<file path="src/rtl/bram_port_arbiter_pkg.sv">
// Shared types and defaults for the BRAM port arbiter: FSM states, requester ids,
// default bus widths.
package bram_port_arbiter_pkg;

  localparam int unsigned AW_DEF = 5;
  localparam int unsigned DW_DEF = 32;

  typedef enum logic [1:0] {
    ST_IDLE  = 2'd0,
    ST_ISSUE = 2'd1,
    ST_WAIT  = 2'd2,
    ST_DONE  = 2'd3
  } state_e;

  typedef enum logic {
    PORT_IF = 1'b0,
    PORT_LS = 1'b1
  } port_e;

endpackage

</file>
<file path="src/rtl/bram_port_arbiter_if.sv">
// Requester-side handshakes for both ports plus the BRAM port-A bus.
// The master modport is the environment (requesters and the BRAM); slave is the arbiter.
interface bram_port_arbiter_if
  import bram_port_arbiter_pkg::*;
#(
  parameter int unsigned AW = AW_DEF,
  parameter int unsigned DW = DW_DEF
);
  logic          p0_req;
  logic          p0_we;
  logic [AW-1:0] p0_addr;
  logic [DW-1:0] p0_wdata;
  logic          p0_done;
  logic [DW-1:0] p0_rdata;

  logic          p1_req;
  logic          p1_we;
  logic [AW-1:0] p1_addr;
  logic [DW-1:0] p1_wdata;
  logic          p1_done;
  logic [DW-1:0] p1_rdata;

  logic          bram_rsta;
  logic          bram_ena;
  logic          bram_wea;
  logic [AW-1:0] bram_addra;
  logic [DW-1:0] bram_dina;
  logic [DW-1:0] bram_douta;

  modport master (
    output p0_req, p0_we, p0_addr, p0_wdata,
    input  p0_done, p0_rdata,
    output p1_req, p1_we, p1_addr, p1_wdata,
    input  p1_done, p1_rdata,
    input  bram_rsta, bram_ena, bram_wea, bram_addra, bram_dina,
    output bram_douta
  );

  modport slave (
    input  p0_req, p0_we, p0_addr, p0_wdata,
    output p0_done, p0_rdata,
    input  p1_req, p1_we, p1_addr, p1_wdata,
    output p1_done, p1_rdata,
    output bram_rsta, bram_ena, bram_wea, bram_addra, bram_dina,
    input  bram_douta
  );

endinterface

</file>
<file path="src/rtl/bram_port_arbiter_arb_pick.sv">
// Winner select for the shared BRAM: load/store first, with a saturating
// starvation counter that forces a fetch grant after STARVE_MAX back-to-back misses.
module bram_arb_pick
  import bram_port_arbiter_pkg::*;
#(
  parameter int unsigned STARVE_MAX = 4
) (
  input  logic  clk_i,
  input  logic  rst_ni,
  input  logic  p0_req_i,
  input  logic  p1_req_i,
  input  logic  idle_i,
  input  logic  grant_i,
  output port_e winner_o
);
  localparam int unsigned CW = $clog2(STARVE_MAX + 1);

  logic [CW-1:0] starve_cnt_q, starve_cnt_d;
  logic          at_max;
  port_e         winner;

  always_comb begin
    at_max       = (starve_cnt_q == CW'(STARVE_MAX));
    winner       = (p1_req_i && !(p0_req_i && at_max)) ? PORT_LS : PORT_IF;
    starve_cnt_d = starve_cnt_q;
    if (grant_i) begin
      // Only a port-1 grant taken while fetch is waiting counts as a miss.
      if (winner == PORT_IF || !p0_req_i) begin
        starve_cnt_d = '0;
      end else if (!at_max) begin
        starve_cnt_d = starve_cnt_q + 1'b1;
      end
    end else if (idle_i && !p0_req_i) begin
      starve_cnt_d = '0;
    end
  end

  always_ff @(posedge clk_i or negedge rst_ni) begin
    if (!rst_ni) begin
      starve_cnt_q <= '0;
    end else begin
      starve_cnt_q <= starve_cnt_d;
    end
  end

  assign winner_o = winner;

endmodule

</file>
<file path="src/rtl/bram_port_arbiter.sv">
// Two-requester front end for a single-port BRAM: one access at a time, sequenced
// IDLE -> ISSUE -> (WAIT) -> DONE, with read data returned to the winning port.
module bram_port_arbiter
  import bram_port_arbiter_pkg::*;
#(
  parameter int unsigned AW         = AW_DEF,
  parameter int unsigned DW         = DW_DEF,
  parameter int unsigned RD_LAT     = 1,
  parameter int unsigned STARVE_MAX = 4
) (
  input logic                clka,
  input logic                rsta_n,
  bram_port_arbiter_if.slave bus
);
  localparam logic [1:0] LAT_INIT = 2'(RD_LAT - 1);

  state_e        state_q, state_d;
  port_e         winner_q, winner_d;
  port_e         pick;
  logic [1:0]    lat_q, lat_d;
  logic          ena_q, ena_d;
  logic          wea_q, wea_d;
  logic [AW-1:0] addr_q, addr_d;
  logic [DW-1:0] din_q, din_d;
  logic [DW-1:0] rd0_q, rd0_d;
  logic [DW-1:0] rd1_q, rd1_d;
  logic          idle;
  logic          grant;

  assign idle  = (state_q == ST_IDLE);
  assign grant = idle && (bus.p0_req || bus.p1_req);

  bram_arb_pick #(
    .STARVE_MAX(STARVE_MAX)
  ) u_pick (
    .clk_i   (clka),
    .rst_ni  (rsta_n),
    .p0_req_i(bus.p0_req),
    .p1_req_i(bus.p1_req),
    .idle_i  (idle),
    .grant_i (grant),
    .winner_o(pick)
  );

  always_comb begin
    state_d  = state_q;
    winner_d = winner_q;
    lat_d    = lat_q;
    ena_d    = ena_q;
    wea_d    = wea_q;
    addr_d   = addr_q;
    din_d    = din_q;
    rd0_d    = rd0_q;
    rd1_d    = rd1_q;

    case (state_q)
      ST_IDLE: begin
        ena_d = 1'b0;
        wea_d = 1'b0;
        if (grant) begin
          winner_d = pick;
          ena_d    = 1'b1;
          state_d  = ST_ISSUE;
          if (pick == PORT_LS) begin
            wea_d  = bus.p1_we;
            addr_d = bus.p1_addr;
            din_d  = bus.p1_wdata;
          end else begin
            wea_d  = bus.p0_we;
            addr_d = bus.p0_addr;
            din_d  = bus.p0_wdata;
          end
        end
      end
      ST_ISSUE: begin
        // wea_q still reflects the access the BRAM samples on this edge.
        ena_d   = 1'b0;
        wea_d   = 1'b0;
        lat_d   = LAT_INIT;
        state_d = wea_q ? ST_DONE : ST_WAIT;
      end
      ST_WAIT: begin
        if (lat_q == 2'd0) begin
          state_d = ST_DONE;
          if (winner_q == PORT_LS) begin
            rd1_d = bus.bram_douta;
          end else begin
            rd0_d = bus.bram_douta;
          end
        end else begin
          lat_d = lat_q - 2'd1;
        end
      end
      ST_DONE: begin
        state_d = ST_IDLE;
      end
      default: begin
        state_d = ST_IDLE;
      end
    endcase
  end

  always_ff @(posedge clka or negedge rsta_n) begin
    if (!rsta_n) begin
      state_q  <= ST_IDLE;
      winner_q <= PORT_IF;
      lat_q    <= '0;
      ena_q    <= 1'b0;
      wea_q    <= 1'b0;
      addr_q   <= '0;
      din_q    <= '0;
      rd0_q    <= '0;
      rd1_q    <= '0;
    end else begin
      state_q  <= state_d;
      winner_q <= winner_d;
      lat_q    <= lat_d;
      ena_q    <= ena_d;
      wea_q    <= wea_d;
      addr_q   <= addr_d;
      din_q    <= din_d;
      rd0_q    <= rd0_d;
      rd1_q    <= rd1_d;
    end
  end

  assign bus.p0_done    = (state_q == ST_DONE) && (winner_q == PORT_IF);
  assign bus.p1_done    = (state_q == ST_DONE) && (winner_q == PORT_LS);
  assign bus.p0_rdata   = rd0_q;
  assign bus.p1_rdata   = rd1_q;
  assign bus.bram_rsta  = ~rsta_n;
  assign bus.bram_ena   = ena_q;
  assign bus.bram_wea   = wea_q;
  assign bus.bram_addra = addr_q;
  assign bus.bram_dina  = din_q;

endmodule

</file>
<file path="src/flat_wrapper.sv">
// flat-port wrapper written by rule: the top's interface ports become plain ports
module bram_port_arbiter_flat import bram_port_arbiter_pkg::*;
#(
  parameter int unsigned AW         = AW_DEF,
  parameter int unsigned DW         = DW_DEF,
  parameter int unsigned RD_LAT     = 1,
  parameter int unsigned STARVE_MAX = 4
)
  (clka, rsta_n, bus_p0_req, bus_p0_we, bus_p0_addr, bus_p0_wdata, bus_p0_done, bus_p0_rdata, bus_p1_req, bus_p1_we, bus_p1_addr, bus_p1_wdata, bus_p1_done, bus_p1_rdata, bus_bram_rsta, bus_bram_ena, bus_bram_wea, bus_bram_addra, bus_bram_dina, bus_bram_douta);
  bram_port_arbiter_if #(.AW(AW), .DW(DW)) bus_i ();
  input logic clka;
  input logic rsta_n;
  input wire logic [$bits(bus_i.p0_req)-1:0] bus_p0_req;
  input wire logic [$bits(bus_i.p0_we)-1:0] bus_p0_we;
  input wire logic [$bits(bus_i.p0_addr)-1:0] bus_p0_addr;
  input wire logic [$bits(bus_i.p0_wdata)-1:0] bus_p0_wdata;
  output wire logic [$bits(bus_i.p0_done)-1:0] bus_p0_done;
  output wire logic [$bits(bus_i.p0_rdata)-1:0] bus_p0_rdata;
  input wire logic [$bits(bus_i.p1_req)-1:0] bus_p1_req;
  input wire logic [$bits(bus_i.p1_we)-1:0] bus_p1_we;
  input wire logic [$bits(bus_i.p1_addr)-1:0] bus_p1_addr;
  input wire logic [$bits(bus_i.p1_wdata)-1:0] bus_p1_wdata;
  output wire logic [$bits(bus_i.p1_done)-1:0] bus_p1_done;
  output wire logic [$bits(bus_i.p1_rdata)-1:0] bus_p1_rdata;
  output wire logic [$bits(bus_i.bram_rsta)-1:0] bus_bram_rsta;
  output wire logic [$bits(bus_i.bram_ena)-1:0] bus_bram_ena;
  output wire logic [$bits(bus_i.bram_wea)-1:0] bus_bram_wea;
  output wire logic [$bits(bus_i.bram_addra)-1:0] bus_bram_addra;
  output wire logic [$bits(bus_i.bram_dina)-1:0] bus_bram_dina;
  input wire logic [$bits(bus_i.bram_douta)-1:0] bus_bram_douta;
  assign bus_i.p0_req = bus_p0_req;
  assign bus_i.p0_we = bus_p0_we;
  assign bus_i.p0_addr = bus_p0_addr;
  assign bus_i.p0_wdata = bus_p0_wdata;
  assign bus_p0_done = bus_i.p0_done;
  assign bus_p0_rdata = bus_i.p0_rdata;
  assign bus_i.p1_req = bus_p1_req;
  assign bus_i.p1_we = bus_p1_we;
  assign bus_i.p1_addr = bus_p1_addr;
  assign bus_i.p1_wdata = bus_p1_wdata;
  assign bus_p1_done = bus_i.p1_done;
  assign bus_p1_rdata = bus_i.p1_rdata;
  assign bus_bram_rsta = bus_i.bram_rsta;
  assign bus_bram_ena = bus_i.bram_ena;
  assign bus_bram_wea = bus_i.bram_wea;
  assign bus_bram_addra = bus_i.bram_addra;
  assign bus_bram_dina = bus_i.bram_dina;
  assign bus_i.bram_douta = bus_bram_douta;
  bram_port_arbiter #(.AW(AW), .DW(DW), .RD_LAT(RD_LAT), .STARVE_MAX(STARVE_MAX)) u_core (.clka(clka), .rsta_n(rsta_n), .bus(bus_i));
endmodule
</file>
<file path="config.mk">
export PLATFORM = sky130hd
export DESIGN_NAME = bram_port_arbiter_flat
export DESIGN_NICKNAME = d
export VERILOG_FILES = /design/src/rtl/bram_port_arbiter_pkg.sv /design/src/rtl/bram_port_arbiter_if.sv /design/src/rtl/bram_port_arbiter_arb_pick.sv /design/src/rtl/bram_port_arbiter.sv /design/src/flat_wrapper.sv
export SDC_FILE = /design/constraint.sdc
export NUM_CORES = 1
export LEC_CHECK = 0
export ABC_AREA = 1
export ABC_CLOCK_PERIOD_IN_PS = 4050
export BUFFER_PORTS_ARGS = -buffer_cell sky130_fd_sc_hd__buf_2
export CORE_UTILIZATION = 32
export DETAILED_ROUTE_END_ITERATION = 10
export PLACE_DENSITY = 0.61
export SYNTH_ARGS = -nofsm -noshare
export SYNTH_HDL_FRONTEND = slang
export SYNTH_SLANG_ARGS = --single-unit
</file>
<file path="constraint.sdc">
create_clock -name clka -period 4.05 [get_ports clka]
set_input_delay 0.405 -clock clka [delete_from_list [all_inputs] [get_ports clka]]
set_output_delay 0.405 -clock clka [all_outputs]
set_load 0.005 [all_outputs]
</file>
### Yosys cells after proc, flatten, opt, wreduce, memory -nomap -nowiden

Index checks and enable logic that the tools add are counted.

| word-level totals | value |
|---|---|
| bits in registers | 111 |
| input port bits | 112 |
| word-level logic and storage cells | 62 |

| cells by class | value |
|---|---|
| $add $sub $neg | 2 |
| eq/ne operators | 8 |
| muxes and demuxes | 18 |
| bitwise operators | 3 |
| reductions and logical operators | 21 |

Operators with widths:

| cell | number |
|---|---|
| 32-bit two-way mux | 1 |
| 3-bit two-way mux | 4 |
| 2-bit one-hot mux with 4 select lines | 1 |
| 2-bit AND reduction | 4 |
| 1-bit logical AND | 6 |
| 2-bit two-way mux | 3 |
| 3-bit AND reduction | 2 |
| 2-bit nonzero test | 3 |
| 1-bit two-way mux | 5 |
| 5-bit two-way mux | 1 |
| 2-bit == test, second input constant | 2 |
| 2-bit logical NOT | 2 |
| 2-bit != test, second input constant | 2 |
| 1-bit one-hot mux with 2 select lines | 2 |
| 2-bit one-hot mux with 2 select lines | 1 |
| 3-bit by 1-bit adder with 3-bit output, second input constant | 1 |
| 3-bit == test, second input constant | 1 |
| 3-bit != test, second input constant | 1 |
| 1-bit inverter | 3 |
| 2-bit by 1-bit == test with 1-bit output, second input constant | 1 |
| 1-bit logical NOT | 2 |
| 1-bit logical OR | 2 |
| 2-bit by 1-bit != test with 1-bit output, second input constant | 1 |
| 2-bit by 1-bit subtractor with 2-bit output, second input constant | 1 |

### Longest topological paths before layout

| depth | value |
|---|---|
| depth in word-level cells | 9 |
| depth in mapped cells | 9 |

### Modules after synthesis

From an unflattened synthesis, not the netlist that was laid out.

| second synthesis, totals | value |
|---|---|
| cells, all modules | 603 |
| area, all modules | 5067.4 µm² |

By module, submodules not included:

| module | instances | cells an instance | area an instance (µm²) | seq. area each (µm²) |
|---|---|---|---|---|
| bram_port_arbiter | 1 | 573 | 4855.9 | 2702.6 |
| bram_arb_pick | 1 | 30 | 211.5 | 75.1 |

### Worst setup path before layout

Ideal clock, no wire load.

| timing | value |
|---|---|
| path type | reg2reg |
| start | register u_core.state_q[0] |
| end | register u_core.din_q[24], in the netlist u_core.bus.bram_dina[24] |
| library setup time | 117 ps |
| arrival | 1347 ps |
| path slack | 2585 ps |
| cell stages (with the launch flop) | 10 |
| buffers on the path | 2 |
| clock period less this slack | 1465 ps |
| cell sequence | dfrtp_1 > inv_1 > ha_1 > inv_2 > nor2_2 > inv_2 > buf_2 > buf_4 > nand2_1 > nand2_1 |

| between the ends | value |
|---|---|
| cells in the longest elaborated chain, start to end | 3 |

RTL lines:

| what | RTL line | RTL |
|---|---|---|
| from (decl) | bram_port_arbiter.sv:17 | `state_e state_q, state_d;` |
| from (signal assigned) | bram_port_arbiter.sv:115 | `state_q <= state_d;` |
| 2-bit logical NOT (*) | bram_port_arbiter.sv:30, bram_port_arbiter.sv:56 |  |
| 1-bit logical AND | bram_port_arbiter.sv:31 | `assign grant = idle && (bus.p0_req \|\| bus.p1_req);` |
| 2-bit AND reduction (no line) (*) | n/a |  |
| to (signal assigned) | bram_port_arbiter.sv:121 | `din_q <= din_d;` |
| to (decl) | bram_port_arbiter.sv:24 | `logic [DW-1:0] din_q, din_d;` |

Mark *: on every way between the ends. The rest lies on a longest branch, timed or not.
A chain may end at the register's enable or synchronous reset.

### Final worst setup path

| timing | value |
|---|---|
| start | register u_core.state_q[0] |
| end | register u_core.rd1_q[26], in the netlist u_core.bus.p1_rdata[26] |

| between the ends | value |
|---|---|
| cells in the longest elaborated chain, start to end | 2 |

RTL lines:

| what | RTL line | RTL |
|---|---|---|
| 2-bit == test | bram_port_arbiter.sv:56 | `case (state_q)` |
| 3-bit AND reduction (no line) | n/a |  |
| to (signal assigned) | bram_port_arbiter.sv:123 | `rd1_q <= rd1_d;` |
| to (decl) | bram_port_arbiter.sv:26 | `logic [DW-1:0] rd1_q, rd1_d;` |

No other way between the ends.

==> metrics <==
hold_buf cts=0; Clock Sinks=111; Worst EP required=4.27 ns; synth top area cells=dfrtp_1, nand2_1, inv_1, nand3_1, o21ai_0; Top-Level Pins=218; die height=127 µm; synth unique cells=19; most frequent cells after synthesis=nand2_1, inv_1, dfrtp_1, nand3_1, o21ai_0; initial antenna violation count=0; P per Cell Area=699 nW/µm²; clock share of power=0.214; ant diodes=0; Tmin final=2.30 ns; Synth warnings=0; Most used DFF post-synth=dfrtp_1; area leader, netlist=dfrtp_1; Final nets=947; synthesized instance count=627; row count=45; cells resized by post-CTS repair=0; Sw Ratio=0.360; Remaining DRCs=0; setup bufs post-CTS=0; post-route ant nets=0; CTS Buf Count=9; first drt pass iteration count=4; Async S/R FF share, synth=1.00; CTS clk-pin slew, worst paths=0.08 ns; proportion of layout cells with a drive suffix above 1=0.291; P_leak=3.93 nW; Setup TNS=0 ns; sum of buffers and inverters on the critical path=1; relative max-transition margin=0.277; post-synthesis register bit count=111; Final setup viols=0; NetSw=0.00166 W; Reg2Reg Depth=4; TritonCTS clock tree=yes; Worst-Skew Late Latency=0.35 ns; Placed Area=6260 µm²; Max Buffers Root-to-Sink=2; synthesized area per cell=8.02 µm²; per-cell routed wire length=12.2 µm; largest net degree at the start of global routing=65; reg-to-reg slack, setup=1.75 ns; Total GRT Usage=0.163; critical path launch point type=register; Core ar.=15,300 µm²; status=completed; Critical Path Sink Type=register; Final Slew Violations=0; DP HPWL=9.17 mm; cell with the most instances after synthesis=nand2_1; # H-tree levels=3; Synth top area share=0.553; Critical Path AT=2.52 ns; IO Port Bufs=217; vias per cell=4.29; slowest stage delay, CP=0.84 ns; register area=2780 µm²; worst r2r dst=u_core.bus.p1_rdata[26]; max-cap violations=0; Filler cells=1,600; fin crit share=0.568; Mapped Area=5030 µm²; WS Path Type=reg -> reg; Die X=127 µm; Peak Freq=435 MHz; footprint of the multi-input gates=1630 µm²; sequential power share=0.422; area grow syn2layout=31.1%; Non-Filler Instances=1,043; Worst Clk Skew=0.0100 ns; Finished Cell Area=6590 µm²; delay-heaviest family, CP=simple AND/OR/NAND/NOR gates; CP Cell Sequence=inv_1 > ha_1 > nand3_2 > o21ai_0; die area=16,200 µm²; sequential cell area fraction in the yosys report=0.553; syn_nets=746; Congestion Overflow GR=0; global-route wire length before repair=21.1 mm; CP max stage cell=nand3_2; via count=4,477; Logic pwr share=0.364; P_int=0.00295 W; GPL Wtd Cong=0.768; Worst Tran Pin Value=1.08 ns; Worst Hold Class=in -> async; Starting Density=0.329; EDFF count, synth=0; Cells after DPL=1,028; Starting DRT DRC Count=189; Final Hold Fails=0; CTS Root Cell=clkbuf_16; vias in the first global route=4,306; drt total wl=12.7 mm; RSZ-0062 raised after global routing=false; crit path max fanout=64; Worst R2R Start=u_core.state_q[0]; Worst VDD drop=0.273 mV
registers in the layout, indices dropped and copies added, names as in the netlist:
signal and count:
u_core.bus.p0_rdata 32, u_core.state_q 2, u_core.u_pick.starve_cnt_q 3, u_core.bus.bram_addra 5, u_core.lat_q 2, u_core.bus.bram_ena 1, u_core.bus.bram_wea 1, u_core.winner_q 1
u_core.bus.p1_rdata 32, u_core.bus.bram_dina 32
per-layer routing:
layer | global-route usage | wire length (µm) | share of wire | up-vias
li1 | - | - | - | 2308
met1 | 0.217 | 5930 | 0.47 | 2035
met2 | 0.263 | 5970 | 0.47 | 117
met3 | 0.0276 | 537 | 0.042 | 17
met4 | 0.0707 | 274 | 0.022 | 0
met5 | 0 | 0 | 0 | -
kinds of logic after synthesis:
kind of cell	Yosys count	share of synthesized area
and+or+nand+nor	278	0.231
buffers and inverters	155	0.122
DFF	111	0.553
AOI/OAI and AO/OA	75	0.0749
adders and majority gates	7	0.0174
xor gates and xnor gates	1	0.00174
worst max path at each step:
stage,from,endpoint,cells past startpoint
after floorplan,u_core.state_q[0],u_core.bus.bram_dina[24],9
after global placement,bus_p1_req,u_core.bus.bram_dina[21],6
after detailed placement,bus_p1_req,u_core.bus.bram_dina[28],6
after CTS,u_core.state_q[0],u_core.bus.p1_rdata[26],4
after global routing,u_core.state_q[0],u_core.bus.p1_rdata[26],4
final,u_core.state_q[0],u_core.bus.p1_rdata[26],4
worst reg2reg max path, stage by stage, from the launching register on:
cell and delay (ns):
dfrtp_1 0.42, inv_1 0.13, ha_1 0.23, nand3_2 0.84
o21ai_0 0.56
cells in the final DEF (no fill, tap or decap), types with 2 or more instances in the layout:
cell       netlist  layout
buf_2            9     216
nand2_1        188     188
inv_1          121     121
dfrtp_1        111     111
nand3_1         81      81
o21ai_0         73      73
clkbuf_16        0       9
ha_1             7       7
buf_4            6       6
nor2_1           4       4
inv_2            2       2
bufinv_16        0       2
inv_6            0       2
final cells by class:
class	count	share of cell area
Multi-Input combinational cell	361	0.248
Clock inverter	5	0.0135
Timing Repair Buffer	222	0.171
Clock buffer	10	0.0363
Inverter	123	0.0701
Tap cell	211	0.0401
Sequential cell	111	0.421
stage by stage:
stage                     hold slack (ns)   util  setup WS [ns]  total power [W]
final                              0.0887  0.432           1.75          0.00461
after global routing                0.134  0.432           1.37          0.00504
after CTS                          0.0980  0.432           1.63          0.00468
after detailed placement            0.460  0.410           1.67          0.00368
after global placement              0.461  0.410           1.70          0.00364
after floorplan                     0.109      -           2.59          0.00286
power groups by stage:
stage	combinational, W	sequential (W)	clock (W)
2_1_floorplan	0.000873	0.00199	0
3_3_place_gp	0.00168	0.00196	0
3_5_place_dp	0.00173	0.00195	0
4_1_cts	0.00172	0.00195	0.00101
5_1_grt	0.00196	0.00201	0.00106
6_report	0.00168	0.00194	0.000984
No activity file was read; power rests on OpenSTA's default activity.
